`src/rtl/sc_fifo_ext.sv`:
```
// Parametrised single-clock FIFO: configurable depth, almost-full/empty thresholds,
// standard or first-word-fall-through read, occupancy count, sync flush, sticky error flags.
module sc_fifo_ext #(
    parameter int unsigned NBITS     = 8,
    parameter int unsigned DEPTH     = 16,
    parameter int unsigned AF_THRESH = DEPTH - 2,
    parameter int unsigned AE_THRESH = 2,
    parameter int unsigned FWFT      = 0
) (
    input  logic                   clk,
    input  logic                   rst_n,
    input  logic                   flush,
    input  logic                   wr_en,
    input  logic [NBITS-1:0]       wr_data,
    input  logic                   rd_en,
    output logic [NBITS-1:0]       rd_data,
    output logic                   valid,
    output logic                   empty,
    output logic                   full,
    output logic                   almost_full,
    output logic                   almost_empty,
    output logic [$clog2(DEPTH):0] count,
    output logic                   overflow,
    output logic                   underflow
);
    localparam int unsigned AW = $clog2(DEPTH);
    localparam int unsigned CW = AW + 1;

    logic [NBITS-1:0] r_mem [DEPTH];
    logic [AW-1:0]    r_wr_ptr;
    logic [AW-1:0]    r_rd_ptr;
    logic [CW-1:0]    r_count;
    logic             r_empty;
    logic             r_full;
    logic             r_af;
    logic             r_ae;
    logic             r_ovf;
    logic             r_udf;

    logic             w_wr_acc;
    logic             w_rd_acc;
    logic [CW-1:0]    w_count_nxt;

    // Flush blocks both ports so neither moves data nor raises a sticky flag.
    always_comb begin
        w_wr_acc    = wr_en & ~r_full & ~flush;
        w_rd_acc    = rd_en & ~r_empty & ~flush;
        w_count_nxt = r_count;
        if (flush) begin
            w_count_nxt = '0;
        end else if (w_wr_acc && !w_rd_acc) begin
            w_count_nxt = r_count + CW'(1);
        end else if (!w_wr_acc && w_rd_acc) begin
            w_count_nxt = r_count - CW'(1);
        end
    end

    // Storage is not reset; the rst_n gate keeps a write from landing while reset is held.
    always_ff @(posedge clk) begin
        if (rst_n && w_wr_acc) begin
            r_mem[r_wr_ptr] <= wr_data;
        end
    end

    always_ff @(posedge clk or negedge rst_n) begin
        if (!rst_n) begin
            r_wr_ptr <= '0;
            r_rd_ptr <= '0;
            r_count  <= '0;
            r_empty  <= 1'b1;
            r_full   <= 1'b0;
            r_af     <= 1'b0;
            r_ae     <= 1'b1;
            r_ovf    <= 1'b0;
            r_udf    <= 1'b0;
        end else begin
            r_count <= w_count_nxt;
            r_empty <= (w_count_nxt == '0);
            r_full  <= (w_count_nxt == CW'(DEPTH));
            r_af    <= (w_count_nxt >= CW'(AF_THRESH));
            r_ae    <= (w_count_nxt <= CW'(AE_THRESH));
            if (flush) begin
                r_wr_ptr <= '0;
                r_rd_ptr <= '0;
                r_ovf    <= 1'b0;
                r_udf    <= 1'b0;
            end else begin
                if (w_wr_acc) r_wr_ptr <= r_wr_ptr + AW'(1);
                if (w_rd_acc) r_rd_ptr <= r_rd_ptr + AW'(1);
                if (wr_en && r_full)  r_ovf <= 1'b1;
                if (rd_en && r_empty) r_udf <= 1'b1;
            end
        end
    end

    generate
        if (FWFT == 0) begin : g_std
            logic [NBITS-1:0] r_rd_data;
            logic             r_valid;

            // Registered read: data and a one-cycle valid pulse follow each accepted read.
            always_ff @(posedge clk or negedge rst_n) begin
                if (!rst_n) begin
                    r_rd_data <= '0;
                    r_valid   <= 1'b0;
                end else begin
                    r_valid <= w_rd_acc;
                    if (w_rd_acc) r_rd_data <= r_mem[r_rd_ptr];
                end
            end

            assign rd_data = r_rd_data;
            assign valid   = r_valid;
        end else begin : g_fwft
            // Head word is presented directly; rd_en acknowledges it.
            assign valid   = ~r_empty;
            assign rd_data = r_empty ? '0 : r_mem[r_rd_ptr];
        end
    endgenerate

    assign empty        = r_empty;
    assign full         = r_full;
    assign almost_full  = r_af;
    assign almost_empty = r_ae;
    assign count        = r_count;
    assign overflow     = r_ovf;
    assign underflow    = r_udf;

endmodule

```
`config.mk`:
```
export PLATFORM = sky130hd
export DESIGN_NAME = sc_fifo_ext
export DESIGN_NICKNAME = d
export VERILOG_FILES = /design/src/rtl/sc_fifo_ext.sv
export SDC_FILE = /design/constraint.sdc
export NUM_CORES = 1
export LEC_CHECK = 0
export BUFFER_PORTS_ARGS = -buffer_cell sky130_fd_sc_hd__buf_4
export CELL_PAD_IN_SITES_DETAIL_PLACEMENT = 0
export CELL_PAD_IN_SITES_GLOBAL_PLACEMENT = 1
export CORE_MARGIN = 5
export CORE_UTILIZATION = 50
export DETAILED_ROUTE_END_ITERATION = 8
export PLACE_DENSITY_LB_ADDON = 0.1
export SETUP_SLACK_MARGIN = 0.5
export SLEW_MARGIN = 20
export SYNTH_ARGS = -nofsm -noshare
export SYNTH_HDL_FRONTEND = slang
export SYNTH_SLANG_ARGS = --single-unit
```
`constraint.sdc`:
```
create_clock -name clk -period 2.7 [get_ports clk]
set_input_delay 0.54 -clock clk [delete_from_list [all_inputs] [get_ports clk]]
set_output_delay 0.54 -clock clk [all_outputs]
set_load 0.05 [all_outputs]
```
# Word-level counts from Yosys, hierarchy flattened
# Memory sizes are Yosys's and may differ from the RTL's. A register that Yosys moved wholly into a read port is not among the register bits.
# Cells that the tools add are included.
# Widths: inputs -> output; s select.
# op_classes
add_sub_neg	4
order_cmp	2
n_eq_ne	1
muxes	13
bitwise	7
n_reduce_logical	13
# op_table
op	count
$mux 4	4
$mux 5	3
$add 4x1->4 const B	2
$reduce_bool 2->1	4
$mux 1	6
$add 5x1->5 const B	1
$eq 5x5->1 const B	1
$ge 5x4->1 const B	1
$le 5x2->1 const B	1
$logic_and 1x1->1	5
$logic_not 5->1	1
$sub 5x1->5 const B	1
$and 1x1->1	4
$logic_not 1->1	3
$not 1->1	3
# word_totals
reg_bits	20
mem_bits_rw	128
in_bits	13
output_inout_bits	20
word_cells	51
mem_count	1
# memory_table
name	words	width	rd	rd_ports_with_merged_regs	wr	line_no	text
r_mem	16	8	1	1	1	29	logic [NBITS-1:0] r_mem [DEPTH];

# Depth between registers and ports, before layout
# logic_depth
ltp_word	9
ltp_mapped	6
ltp_nobuf	6

# Worst setup path after synthesis
# Ideal clock, no wire load.
# synth_path
kind	reg2reg
from	reg r_full (netlist: full)
to	mem r_mem[0][0] (enable)
setup_ns	0.383
t_arrival_ns	2.076
required_time_ns	2.317
slack_ns	0.241
stages_incl_launch_ff	6
n_path_buf	1
period_less_slack_ns	2.459
cell_sequence	dfrtp_1 nand2b_1 buf_4 nor3b_1 nand2_1 nor3_1
# synth_via
elab_chain_cells	6
# synth_lines
element	line_no	text
from (decl)	34	logic r_full;
from (signal assigned)	79	r_full <= (w_count_nxt == CW'(DEPTH));
$not 1->1	46	w_wr_acc = wr_en & ~r_full & ~flush;
$and 1x1->1 (2 in a row)	46	
$logic_and 1x1->1	60	if (rst_n && w_wr_acc) begin
$mux 1	60	
$mux 1 (not written as such)	61	r_mem[r_wr_ptr] <= wr_data;
to (decl)	29	
# No other way between the ends.

# Worst setup path after layout
# layout_path
from	reg r_count[0] (netlist: count[0])
to	reg r_full (netlist: full)
# layout_via
elab_chain_cells	5
word_cells_on_any_way	6
classes_between	2 x add/sub; 1 x eq/ne; 3 x mux
# layout_lines
element	line_no	text
from (decl)	32	logic [CW-1:0] r_count;
from (signal assigned)	77	r_count <= w_count_nxt;
$sub 5x1->5	54	w_count_nxt = r_count - CW'(1);
$mux 5	53	end else if (!w_wr_acc && w_rd_acc) begin
$mux 5 (*)	51	end else if (w_wr_acc && !w_rd_acc) begin
$mux 5 (*)	49	if (flush) begin
$eq 5x5->1 (*)	79	
# Every way passes the cells marked *; elsewhere a longest branch is shown, timed or not.
# A chain may end at the register's enable or synchronous reset.

==> metrics.txt <==
# TYPE chip_impl_metric gauge
chip_impl_info{name="status",value="complete, no violations"} 1
chip_impl_metric{name="filler_cell_count",unit=""} 1004
chip_impl_metric{name="vias_per_cell",unit=""} 5.51
chip_impl_metric{name="ys.warnings.count",unit=""} 0
chip_impl_info{name="timing.critical_path.cells",value="inv_1 > ha_1 > or3_1 > o311ai_0 > a21oi_1 > nor4b_2"} 1
chip_impl_metric{name="cts_post_setup_buffers_inserted",unit=""} 0
chip_impl_metric{name="start_util",unit="%"} 50.5
chip_impl_metric{name="synth_enable_flop_cells",unit=""} 128
chip_impl_metric{name="share_clk_of_total_power",unit="%"} 33.0
chip_impl_info{name="timing.critical_path.from",value="count[0]"} 1
chip_impl_metric{name="timing.critical_path.arrival",unit="ns"} 2.31
chip_impl_info{name="worst_hold_path_type",value="input port to asynchronous set/reset pin"} 1
chip_impl_info{name="criticalPathCategory",value="flop to flop"} 1
chip_impl_metric{name="synthCells",unit=""} 342
chip_impl_metric{name="timing.setup.tns",unit="ns"} 0
chip_impl_metric{name="mappedNetlistArea",unit="sq um"} 6330
chip_impl_metric{name="htreeDepth",unit=""} 4
chip_impl_info{name="cell_with_the_largest_stage_delay_on_the_worst_path",value="dfrtp_1"} 1
chip_impl_metric{name="tritoncts.num_buffers",unit=""} 17
chip_impl_metric{name="r2r_cells",unit=""} 6
chip_impl_info{name="crit-reg2reg-capture",value="full"} 1
chip_impl_metric{name="drt_wl_total",unit="mm"} 12.9
chip_impl_metric{name="finalMaxSlewViolations",unit=""} 0
chip_impl_metric{name="first_pass_iters",unit=""} 4
chip_impl_metric{name="path_buf_inv",unit=""} 1
chip_impl_metric{name="synthAdderAreaFrac",unit="%"} 1.56
chip_impl_metric{name="num_antenna_cells",unit=""} 0
chip_impl_metric{name="die_height",unit="um"} 122
chip_impl_metric{name="synth_mux_area_share",unit="%"} 14.4
chip_impl_metric{name="net-switching-power",unit="mW"} 1.86
chip_impl_info{name="cp-start-kind",value="flop"} 1
chip_impl_info{name="synth_ff_type",value="edfxtp_1"} 1
chip_impl_metric{name="worst_skew_pair.late_latency",unit="ns"} 0.41
chip_impl_metric{name="postSynthRegisterBits",unit=""} 156
chip_impl_info{name="cts_tree",value="built"} 1
chip_impl_metric{name="switching_share",unit="%"} 29.1
chip_impl_metric{name="final.period_utilization",unit="%"} 74.1
chip_impl_metric{name="dieArea",unit="sq um"} 15000
chip_impl_metric{name="internal_power",unit="mW"} 4.52
chip_impl_metric{name="die_w",unit="um"} 122
chip_impl_metric{name="critical-path-max-stage-delay",unit="ns"} 0.49
chip_impl_metric{name="transition_time_of_the_tightest_slew_check_pin",unit="ns"} 0.524
chip_impl_metric{name="final.setup_skew",unit="ns"} 0.00579
chip_impl_metric{name="stages_on_worst_setup_path",unit=""} 6
chip_impl_metric{name="number_of_max_cap_violations",unit=""} 0
chip_impl_metric{name="grt_pass1_vias",unit=""} 3276
chip_impl_metric{name="clock_sink_count",unit=""} 156
chip_impl_metric{name="routed-via-count",unit=""} 3189
chip_impl_metric{name="timing.final.hold_violations",unit=""} 0
chip_impl_metric{name="layout-drive-gt1-share",unit="%"} 31.9
chip_impl_metric{name="power.sequential.fraction",unit="%"} 44.7
chip_impl_metric{name="num_io_pins",unit=""} 33
chip_impl_metric{name="grt_antenna_before_repair",unit=""} 0
chip_impl_metric{name="detail_route.iter0.violations",unit=""} 215
chip_impl_metric{name="grt_start_max_net_pins",unit=""} 36
chip_impl_info{name="endpoint",value="full"} 1
chip_impl_metric{name="port_buffers",unit=""} 32
chip_impl_metric{name="final-setup-viol-count",unit=""} 0
chip_impl_metric{name="synthesis.nets",unit=""} 362
chip_impl_metric{name="final.hold.worst_slack",unit="ns"} 0.166
chip_impl_info{name="type_of_element_capturing_the_critical_path",value="flop"} 1
chip_impl_info{name="mostFrequentLayoutCell",value="edfxtp_1"} 1
chip_impl_metric{name="comb_power_share",unit="%"} 22.3
chip_impl_info{name="ctsRootBufferMaster",value="clkbuf_16"} 1
chip_impl_metric{name="post-route-drc-count",unit=""} 0
chip_impl_metric{name="place.gp.congestion",unit=""} 0.798
chip_impl_info{name="top_library_cells_by_usage_in_the_layout_fill_and_taps_aside",value="128 x edfxtp_1, 51 x buf_4, 32 x mux4_2, 25 x dfrtp_1, 23 x nor2_1"} 1
chip_impl_metric{name="dpl_worst_slack",unit="ns"} 0.326
chip_impl_metric{name="timing.critical_path.fanout_max",unit=""} 8
chip_impl_metric{name="post_synth_xor_area_fraction",unit="%"} 1.11
chip_impl_info{name="rsz0062_at_grt",value="false"} 1
chip_impl_metric{name="synthToLayoutAreaGrowth",unit="%"} 17.2
chip_impl_metric{name="worst_slew_margin_rel",unit="%"} 65.1
chip_impl_metric{name="synth_cell_types",unit=""} 43
chip_impl_metric{name="wl_per_cell",unit="um"} 22.3
chip_impl_info{name="reg2reg_from",value="count[0]"} 1
chip_impl_metric{name="coreArea",unit="sq um"} 12500
chip_impl_metric{name="yosysSeqAreaShare",unit="%"} 71.9
chip_impl_metric{name="layout_setup_ws",unit="ns"} 0.700
chip_impl_metric{name="rows",unit=""} 41
chip_impl_metric{name="power_density",unit="nW/um^2"} 860
chip_impl_metric{name="dp_hpwl",unit="mm"} 8.32
chip_impl_metric{name="synth_async_sr_flop_share",unit="%"} 17.9
chip_impl_metric{name="synth-compound-area-share",unit="%"} 3.20
chip_impl_metric{name="globalRoute.totalOverflow",unit=""} 0
chip_impl_metric{name="worst_setup_hold_path_clk_slew",unit="ns"} 0.06
chip_impl_metric{name="nets",unit=""} 414
chip_impl_metric{name="grt_pass1_wl",unit="mm"} 20.0
chip_impl_metric{name="critical_path_data_required_time",unit="ns"} 3.01
chip_impl_metric{name="clockBufferDepth",unit=""} 2
chip_impl_metric{name="p_leak",unit="nW"} 2.53
chip_impl_metric{name="syn_avg_cell_area",unit="sq um"} 18.5
chip_impl_metric{name="synthSimpleGateAreaFrac",unit="%"} 6.01
chip_impl_metric{name="global_route.usage.total",unit="%"} 18.9
chip_impl_metric{name="timing.final.crit_period",unit="ns"} 2.00
chip_impl_metric{name="timing.fmax",unit="MHz"} 500
chip_impl_metric{name="power.ir.vdd_worst",unit="mV"} 0.452
chip_impl_metric{name="timing.reg2reg.setup_slack",unit="ns"} 0.70
chip_impl_metric{name="postRouteAntennaNets",unit=""} 0
chip_impl_info{name="timing.critical_path.max_delay_family",value="simple AND/OR/NAND/NOR gates"} 1
chip_impl_info{name="synth_top_family_by_area",value="multiplexers"} 1
-- per-stage QoR --
stage	area [sq um]	utilization [%]	power (mW)	std cells
finish	7410	59.2	6.38	579
global route	7410	59.2	6.66	579
CTS	7400	59.1	6.44	579
detailed placement	6870	54.9	4.34	547
global placement	6870	54.9	4.34	547
floorplan	6350	-	3.92	342
-- metal layers --
layer	track usage, %	share of wire [%]
met4	6.30	0.41
met5	0	0
met1	26.1	43
met2	30.4	50
met3	4.01	5.6
-- synth_stat cells, types with 5 or more instances --
cell type  number  area share [%]
dfrtp_1        26              10
nor2_1         23             1.4
nand2b_1        6            0.59
mux2i_1        16             2.5
o221ai_1        8             1.1
inv_1           5            0.30
a21oi_1         6            0.47
nand2_1        21             1.2
clkbuf_1        9            0.53
edfxtp_1      128              61
nor3_1          6            0.47
mux4_2         32              11
ha_1            7             1.4
buf_2           5            0.40
-- power by group through the flow --
stage | logic [mW] | clock network (mW) | registers [mW]
5_1_grt | 1.53 | 2.26 | 2.87
3_5_place_dp | 1.45 | 0 | 2.90
2_1_floorplan | 0.700 | 0 | 3.22
4_1_cts | 1.45 | 2.14 | 2.85
6_report | 1.42 | 2.10 | 2.85
3_3_place_gp | 1.44 | 0 | 2.90
-- worst min-delay path by stage --
stage / end / depth (start not counted)
6_report: count[2] / 2
3_3_place_gp: rd_data[3] / 2
3_5_place_dp: rd_data[7] / 2
4_1_cts: count[2] / 2
2_1_floorplan: almost_full / 0
5_1_grt: count[2] / 2
-- flip-flops by register name, indices dropped and copies added (netlist names) --
name / count
valid: 1
full: 1
r_wr_ptr: 4
overflow: 1
almost_empty: 1
empty: 1
almost_full: 1
r_rd_ptr: 4
r_mem: 128
count: 5
rd_data: 8
underflow: 1
-- repair_timing --
action | in CTS | in global routing
endpoints found under the setup margin | 16 | 96
hold buffers | 0 | 0
gates cloned | 0 | 0
hold endpoints to repair | 0 | 0
resized for setup | 2 | 2
-- cell type report --
type | count | area (sq um) | share of cell area (%)
Clock buffer | 22 | 474 | 6.40
Clock inverter | 10 | 50.0 | 0.675
Tap cell | 172 | 215 | 2.90
Timing Repair Buffer | 52 | 403 | 5.43
Inverter | 5 | 18.8 | 0.253
Sequential cell | 156 | 4550 | 61.3
Multi-Input combinational cell | 162 | 1710 | 23.0
-- logic make-up after synthesis --
family          after synthesis
mux                          50
simple gates                 73
flops                       156
xor+xnor                      8
fa+ha+maj                     8
compound gates               23
buf+inv                      24
-- worst reg2reg max path: stages, from the launching register on --
cell and delay [ns]:
dfrtp_1 0.49, inv_1 0.14, ha_1 0.38, or3_1 0.38, o311ai_0 0.09, a21oi_1 0.17
nor4b_2 0.26
(Power assumes the default switching activity.)
